<file path="config.mk">
export PLATFORM = sky130hd
export DESIGN_NAME = median_window_feeder
export DESIGN_NICKNAME = d
export VERILOG_FILES = /design/src/rtl/median_window_feeder.sv
export SDC_FILE = /design/constraint.sdc
export NUM_CORES = 1
export LEC_CHECK = 0
export ABC_AREA = 0
export CAP_MARGIN = 10
export CORE_UTILIZATION = 50
export DETAILED_ROUTE_END_ITERATION = 6
export PLACE_DENSITY_LB_ADDON = 0.2
export SLEW_MARGIN = 10
export SYNTH_ARGS = -nofsm -noshare
export SYNTH_HDL_FRONTEND = slang
export SYNTH_SLANG_ARGS = --single-unit
</file>
<file path="constraint.sdc">
create_clock -name clk -period 3.3 [get_ports clk]
set_input_delay 0.495 -clock clk [delete_from_list [all_inputs] [get_ports clk]]
set_output_delay 0.495 -clock clk [all_outputs]
set_load 0.05 [all_outputs]
</file>
<file path="src/rtl/median_window_feeder.sv">
// Five-deep sliding window of samples feeding the 5-input median sorter.
// Presents each window once under a valid/ready handshake, with backpressure upstream.
module median_window_feeder #(
    parameter int WIDTH = 6
) (
    input  logic             clk,
    input  logic             rst_n,
    input  logic             flush,
    input  logic             in_valid,
    input  logic [WIDTH-1:0] in_data,
    output logic             in_ready,
    input  logic             out_ready,
    output logic             out_valid,
    output logic [WIDTH-1:0] win0,
    output logic [WIDTH-1:0] win1,
    output logic [WIDTH-1:0] win2,
    output logic [WIDTH-1:0] win3,
    output logic [WIDTH-1:0] win4,
    output logic [2:0]       fill_cnt,
    output logic [1:0]       dbg_state
);

    // Handshake: a sample moves when in_valid & in_ready & ~flush on a rising
    // edge; a window is consumed when out_valid & out_ready & ~flush.
    typedef enum logic [1:0] {
        ST_FILL  = 2'd0,
        ST_FRESH = 2'd1,
        ST_SPENT = 2'd2
    } state_t;

    localparam logic [2:0] FULL_CNT = 3'd5;

    state_t           state_q, state_d;
    logic [2:0]       fill_cnt_q, fill_cnt_d;
    logic             out_valid_q, out_valid_d;
    logic [WIDTH-1:0] win_q [5];
    logic [WIDTH-1:0] win_d [5];
    logic             acc;
    logic             cons;

    assign acc  = in_valid & in_ready & ~flush;
    // A window shown during a flush cycle is discarded, not consumed.
    assign cons = out_valid_q & out_ready & ~flush;

    // State register
    always_ff @(posedge clk or negedge rst_n) begin
        if (!rst_n) begin
            state_q <= ST_FILL;
        end else begin
            state_q <= state_d;
        end
    end

    // Next-state logic
    always_comb begin
        state_d = state_q;
        if (flush) begin
            state_d = ST_FILL;
        end else begin
            case (state_q)
                ST_FILL: begin
                    if (acc && fill_cnt_q == 3'd4) begin
                        state_d = ST_FRESH;
                    end
                end
                ST_FRESH: begin
                    if (cons && !acc) begin
                        state_d = ST_SPENT;
                    end
                end
                ST_SPENT: begin
                    if (acc) begin
                        state_d = ST_FRESH;
                    end
                end
                default: state_d = ST_FILL;
            endcase
        end
    end

    // Output logic: in_ready follows out_ready only while a window is pending.
    always_comb begin
        in_ready = 1'b1;
        if (flush) begin
            in_ready = 1'b0;
        end else if (state_q == ST_FRESH) begin
            in_ready = out_ready;
        end
        out_valid_d = (state_d == ST_FRESH);
    end

    always_comb begin
        fill_cnt_d = fill_cnt_q;
        for (int i = 0; i < 5; i++) begin
            win_d[i] = win_q[i];
        end
        if (flush) begin
            fill_cnt_d = 3'd0;
            for (int i = 0; i < 5; i++) begin
                win_d[i] = '0;
            end
        end else if (acc) begin
            if (fill_cnt_q != FULL_CNT) begin
                fill_cnt_d = fill_cnt_q + 3'd1;
            end
            for (int i = 0; i < 4; i++) begin
                win_d[i] = win_q[i+1];
            end
            win_d[4] = in_data;
        end
    end

    always_ff @(posedge clk or negedge rst_n) begin
        if (!rst_n) begin
            fill_cnt_q  <= 3'd0;
            out_valid_q <= 1'b0;
            for (int i = 0; i < 5; i++) begin
                win_q[i] <= '0;
            end
        end else begin
            fill_cnt_q  <= fill_cnt_d;
            out_valid_q <= out_valid_d;
            for (int i = 0; i < 5; i++) begin
                win_q[i] <= win_d[i];
            end
        end
    end

    assign out_valid = out_valid_q;
    assign fill_cnt  = fill_cnt_q;
    assign win0      = win_q[0];
    assign win1      = win_q[1];
    assign win2      = win_q[2];
    assign win3      = win_q[3];
    assign win4      = win_q[4];
    assign dbg_state = state_q;

endmodule

</file>
==> results.md <==
- Outcome: complete, no violations
- Core area: 3128 µm²
- CTS root buf: clkbuf_4
- Fmax achieved: 470.7 MHz
- Commonest cells in the netlist: 36 x dfrtp_1, 30 x nand2b_1, 24 x mux2i_1
- Final GP Congestion: approximately 0.74
- Postcts setup bufs: 0
- Area grow syn2layout: 30.33%
- RSZ-0062 raised after global routing: false
- Setup violations, final: 0
- Die area: roughly 3600 µm²
- H-tree levels: 2
- Ranking of synthesized cells by area: dfrtp_1 54%, mux2i_1 14%, nand2b_1 11%, nand4b_1 3.1%, ha_1 2.2%
- I/O pins: 48
- Crit path capture: in_ready
- Non-Filler Instances: ~230
- YS warnings: 0
- CTS buffer count: 5
- 1st-iter DRT viols: 42
- Critical-path top delay cell: clkdlybuf4s50_1
- Launching point of the worst reg2reg path: dbg_state[1]
- Final Max Slew Viols: 0
- Initial Utilization: between 50% and 60%
- LEAKAGE: approximately 1 nW
- Delay-heaviest family, CP: buffers and inverters
- Cell Pwr Density: between 300 and 400 nW/µm²
- Total negative setup slack: 0 ns
- Reg2Reg Depth: 3
- Final min period: roughly 2.1 ns
- Mapped Area: 1683 µm²
- Largest net degree at the start of global routing: 37
- Drt drc: 0
- Fin nets: 203
- CTS sink cnt: 36
- Fin area: 2193 µm²
- Syn Nets: 157
- Rows: 20
- WHS: 0.2175 ns
- Fin util: 70.12%
- Synthesized area per cell: 11.77 µm²
- Worst Path Buf+Inv: 2
- Yosys reg bits: 36
- Primary FF master, synth: dfrtp_1
- Placed cell count: 226
- Top-area cell type share of the netlist area: 53.53%
- Post-synth EDFFs: 0
- Antenna violations before repair: 0
- Yosys cell types: 26
- Fin Clk Skew: 0.007544 ns
- Vias in the first global route: around 1200
- Final count of hold timing violations: 0
- Crit. path cell count: 3
- Total power: between 0.8 and 0.9 mW
- DIE HEIGHT: about 60 µm
- Min-Delay Path Class: primary input to async pin
- Antenna-violating nets left: 0
- Total gr overflow: 0
- Post_cts resized: 0
- Fin worst setup slack: between 1 and 1.5 ns
- CTS max path bufs: 2
- First-pass GRT wire length: 5181 µm
- Critical Path Sink Type: output pin
- Worst setup SP type: primary input
- CTS tree: done
- TritonRoute pass-1 iters: 4
- GRT Util Overall: 20.51%
- Worst path max stage delay: 0.80 ns
- WP data arrival: around 1.6 ns
- Count leader, synth: dfrtp_1
- Drt wl/cell: 13.70 µm
- Worst-margin pin slew: between 0.7 and 0.8 ns
- Vias/cell: just over 5
- Layout cells sized above 1: 6.878%
- R2R Setup Slk: 1.59 ns
- Max IR drop VDD: between 0.0002 and 0.00025 V
- Worst path required time: 2.80 ns
- Die width: 60.02 µm
- Worst path cell trace: clkdlybuf4s50_1 -> nor2_1 -> buf_4
- Post-CTS Hold Buffers: 0
- DRT Wirelength: roughly 3200 µm
- Worst r2r dst: fill_cnt[2]
- CP max FO: 19
- Dpl hpwl: between 2000 and 2500 µm
- Dpl ws: 1.105 ns
- Synthesized instance count: 143
- Rel. slew slack: 48.73%
- Period utilization: 64.38%
- # port buffers: 47
- Area post-placement: approximately 2100 µm²
- CTS clk-pin slew, worst paths: ~0.1 ns
- Sequential area share after synthesis: between 50% and 60%
- Vias: 1194
- Post-synthesis async set-or-reset flop share: 100.0%
- Critical path origin: flush
- Kind of critical path: primary input to output pin
- Inserted Diodes: 0
- Yosys top cell by area: dfrtp_1
- Worst-skew pair later-pin latency: 0.34 ns
- Max Cap Viol: 0
[how the worst min path moves through the flow]
stage               slack, ns            to
floorplan                0.20  dbg_state[0]
global placement         0.53       win0[0]
detailed placement       0.54       win0[0]
CTS                      0.25       win1[0]
global route             0.27       win1[0]
finish                   0.22       win0[2]
[final cells by class]
class                      instances  area, µm²
fill                             244      934.6
multi-input combinational         95      709.4
tap                               44      55.05
sequential                        36      900.9
timing repair buffer              48      470.5
clock buffer                       6      41.29
clock inverter                     1      5.005
inverter                           3      11.26
[layout by cell type, fill, tap and decap left out, drive strengths merged, types with 2 or more instances in the layout]
cell type	count
nor2	5
o21ai	7
clkbuf	6
nand2b	30
nand4b	6
clkdlybuf4s50	45
nor2b	2
dfrtp	36
inv	3
mux2i	24
buf	3
or3b	2
nor3	3
ha	3
nand2	2
a31oi	3
[worst reg2reg max path, stage by stage, from the launching register on]
cell      delay (ns)
dfrtp_1         0.44
or3b_1          0.53
and2_4          0.35
a311oi_1        0.29
[cell families after synthesis]
group / after synthesis / share of synthesized area, %
compound gates: 14 / 5.056
fa+ha+maj: 3 / 2.231
buf+inv: 12 / 4.312
flops: 36 / 53.53
mux: 25 / 14.94
simple gates: 53 / 19.93
[layer usage]
metal / share of wire (%) / vias to the layer above / track usage (%)
li1: - / 575 / -
met4: 1.4 / 0 / 7.973
met1: 45 / 580 / 24.43
met2: 50 / 33 / 34.44
met3: 4.4 / 6 / 6.494
met5: 0 / - / 0
[power breakdown]
group | switching [mW] | total (mW) | internal (mW)
sequential | 0.00796 | 0.460 | 0.452
combinational | 0.0831 | 0.135 | 0.0524
clock | 0.136 | 0.214 | 0.0784
total | 0.227 | 0.809 | 0.582
[sequential cells by signal (all words and copies together) (netlist names)]
| name | count |
|---|---|
| win0 | 6 |
| win3 | 6 |
| fill_cnt | 3 |
| out_valid | 1 |
| win1 | 6 |
| win4 | 6 |
| dbg_state | 2 |
| win2 | 6 |
Note: power is estimated with default switching activity, not from simulation.
==> patch, RTL diff (same settings) <==
The parameter `WIDTH` goes from 6 to 12.
--- a/src/rtl/median_window_feeder.sv
+++ b/src/rtl/median_window_feeder.sv
@@ -3,3 +3,3 @@
 module median_window_feeder #(
-    parameter int WIDTH = 6
+    parameter int WIDTH = 12
 ) (
Ports: changed (6 resized); port bits go from 48 to 84. The function was not compared with the original's and may differ.
==> patch against the unedited design <==
- sequential cell count is 30 higher
- power increased by 150%
- setup slack got worse by 0.45 ns
- first-iteration DRC count increased to 5.1 times the old value
- sequential power is 87% higher
- worst hold slack lost 0.011 ns
- synthesized cell count increased by 110%
- final cell count is 96% higher
- register-to-register slack got worse by 0.03 ns
- routed wire length grew 130%
- synthesized area is 91% higher
- final area grew 96%
- highest routed layer unchanged
==> patch: results (changes against the unedited design) <==
Port-buffer cells 83 (+77%); pin count of the biggest net entering global routing 68 (+84%); status complete, no violations; syn_nets 322 (+110%); CP arrival 2.08 ns (+0.45 ns); Switching Share 27.0% (-0.99 points); #FFs+latches synth 66 (+83%); fillcell total 448 (+84%); Slowest cell on crit path or3b_2; Seq/Total Area, Yosys 51.4% (-2.1 points); slew margin rel. 50.7% (+2.0 points); layout cells sized above 1 23.9% (+17 points); hpwl dp 4.67 mm (+110%); Clock transition at path regs 0.07 ns (-0.03 ns); slowest stage delay, CP 0.54 ns (-0.26 ns); Worst Skew 0.00747 ns (-0.0000772 ns); DR WL/cell 16.3 microns (+19%); overall routed net length 7.41 mm (+130%); CTS Buf Count 9 (+4); GP Congestion 0.773 (+3.9%); P_leak 1.76 nW (+79%); FF/Latch Area 1650 sq um (+83%); worst vdd rail ir drop 298 uV (+39%); vias in the first global route 2366 (+100%); Post-Syn Area per Cell 10.6 sq um (-9.7%); CTS root buf clkbuf_8; initial DRC count 216 (+410%); Data buffer area share 20.7% (-0.72 points); DP Area 4050 sq um (+88%); Post-synth top cells dfrtp_1 (66), nand2b_1 (60), nand3_1 (60), o21ai_2 (60), clkbuf_1 (12); clock network area share 5.85% (+3.7 points); Setup WS pre-CTS 0.744 ns (-0.361 ns); post-layout util 70.9% (+0.77 points); critical path peak fanout 24 (+5); placed insts 440 (+95%); NumNets Final 396 (+95%); RR Endpoint win1[10]; count of cell types in the netlist 21 (-19%); R2R setup slack 1.56 ns (-0.03 ns); clkbuf count 10 (+4)
## patch: cell types whose count changed in the layout (fill, tap and decap cells not counted), moves of 3 or more
cell and delta:
clkbuf_4 -5, nor2_1 -4, nand2b_1 +30, o21ai_2 +60, nand3_1 +60, dfrtp_1 +30, buf_4 +6, nand4b_1 -6
bufinv_16 +3, o21ai_0 -7, clkdlybuf4s50_1 +35, clkbuf_8 +10, mux2i_1 -24
## patch: layer usage
| layer | global-route usage (%) | wire length [microns] | up-vias |
|---|---|---|---|
| met4 | 10.2 | 96 | 0 |
| met1 | 35.6 | 3460 | 1245 |
| met3 | 6.04 | 365 | 8 |
| li1 | - | - | 1200 |
| met5 | 0 | 0 | - |
| met2 | 34.7 | 3490 | 78 |
## patch: power by group through the flow
| stage | Sequential, mW | Combinational, mW | Clock (mW) |
|---|---|---|---|
| 2_1_floorplan | 0.960 | 0.0958 | 0 |
| 3_3_place_gp | 0.875 | 0.289 | 0 |
| 3_5_place_dp | 0.875 | 0.291 | 0 |
| 4_1_cts | 0.860 | 0.292 | 0.854 |
| 5_1_grt | 0.863 | 0.308 | 0.889 |
| 6_report | 0.860 | 0.290 | 0.847 |
## patch: how the worst max path moves through the flow
stage               cells past startpoint        to         start  slack [ns]
floorplan                               3  in_ready  dbg_state[1]        1.07
global placement                        5  in_ready     out_ready        0.75
detailed placement                      5  in_ready     out_ready        0.74
CTS                                     5  in_ready     out_ready        0.72
global route                            5  in_ready     out_ready        0.66
finish                                  5  in_ready     out_ready        0.73
## patch: logic make-up (layout without fill, tap and decap cells)
group | count (synthesis) | after routing | synth area share (%)
buf+inv | 31 | 110 | 5.34
flops | 66 | 66 | 51.4
fa+ha+maj | 3 | 3 | 1.17
compound gates | 69 | 69 | 18.7
simple gates | 133 | 133 | 23.3
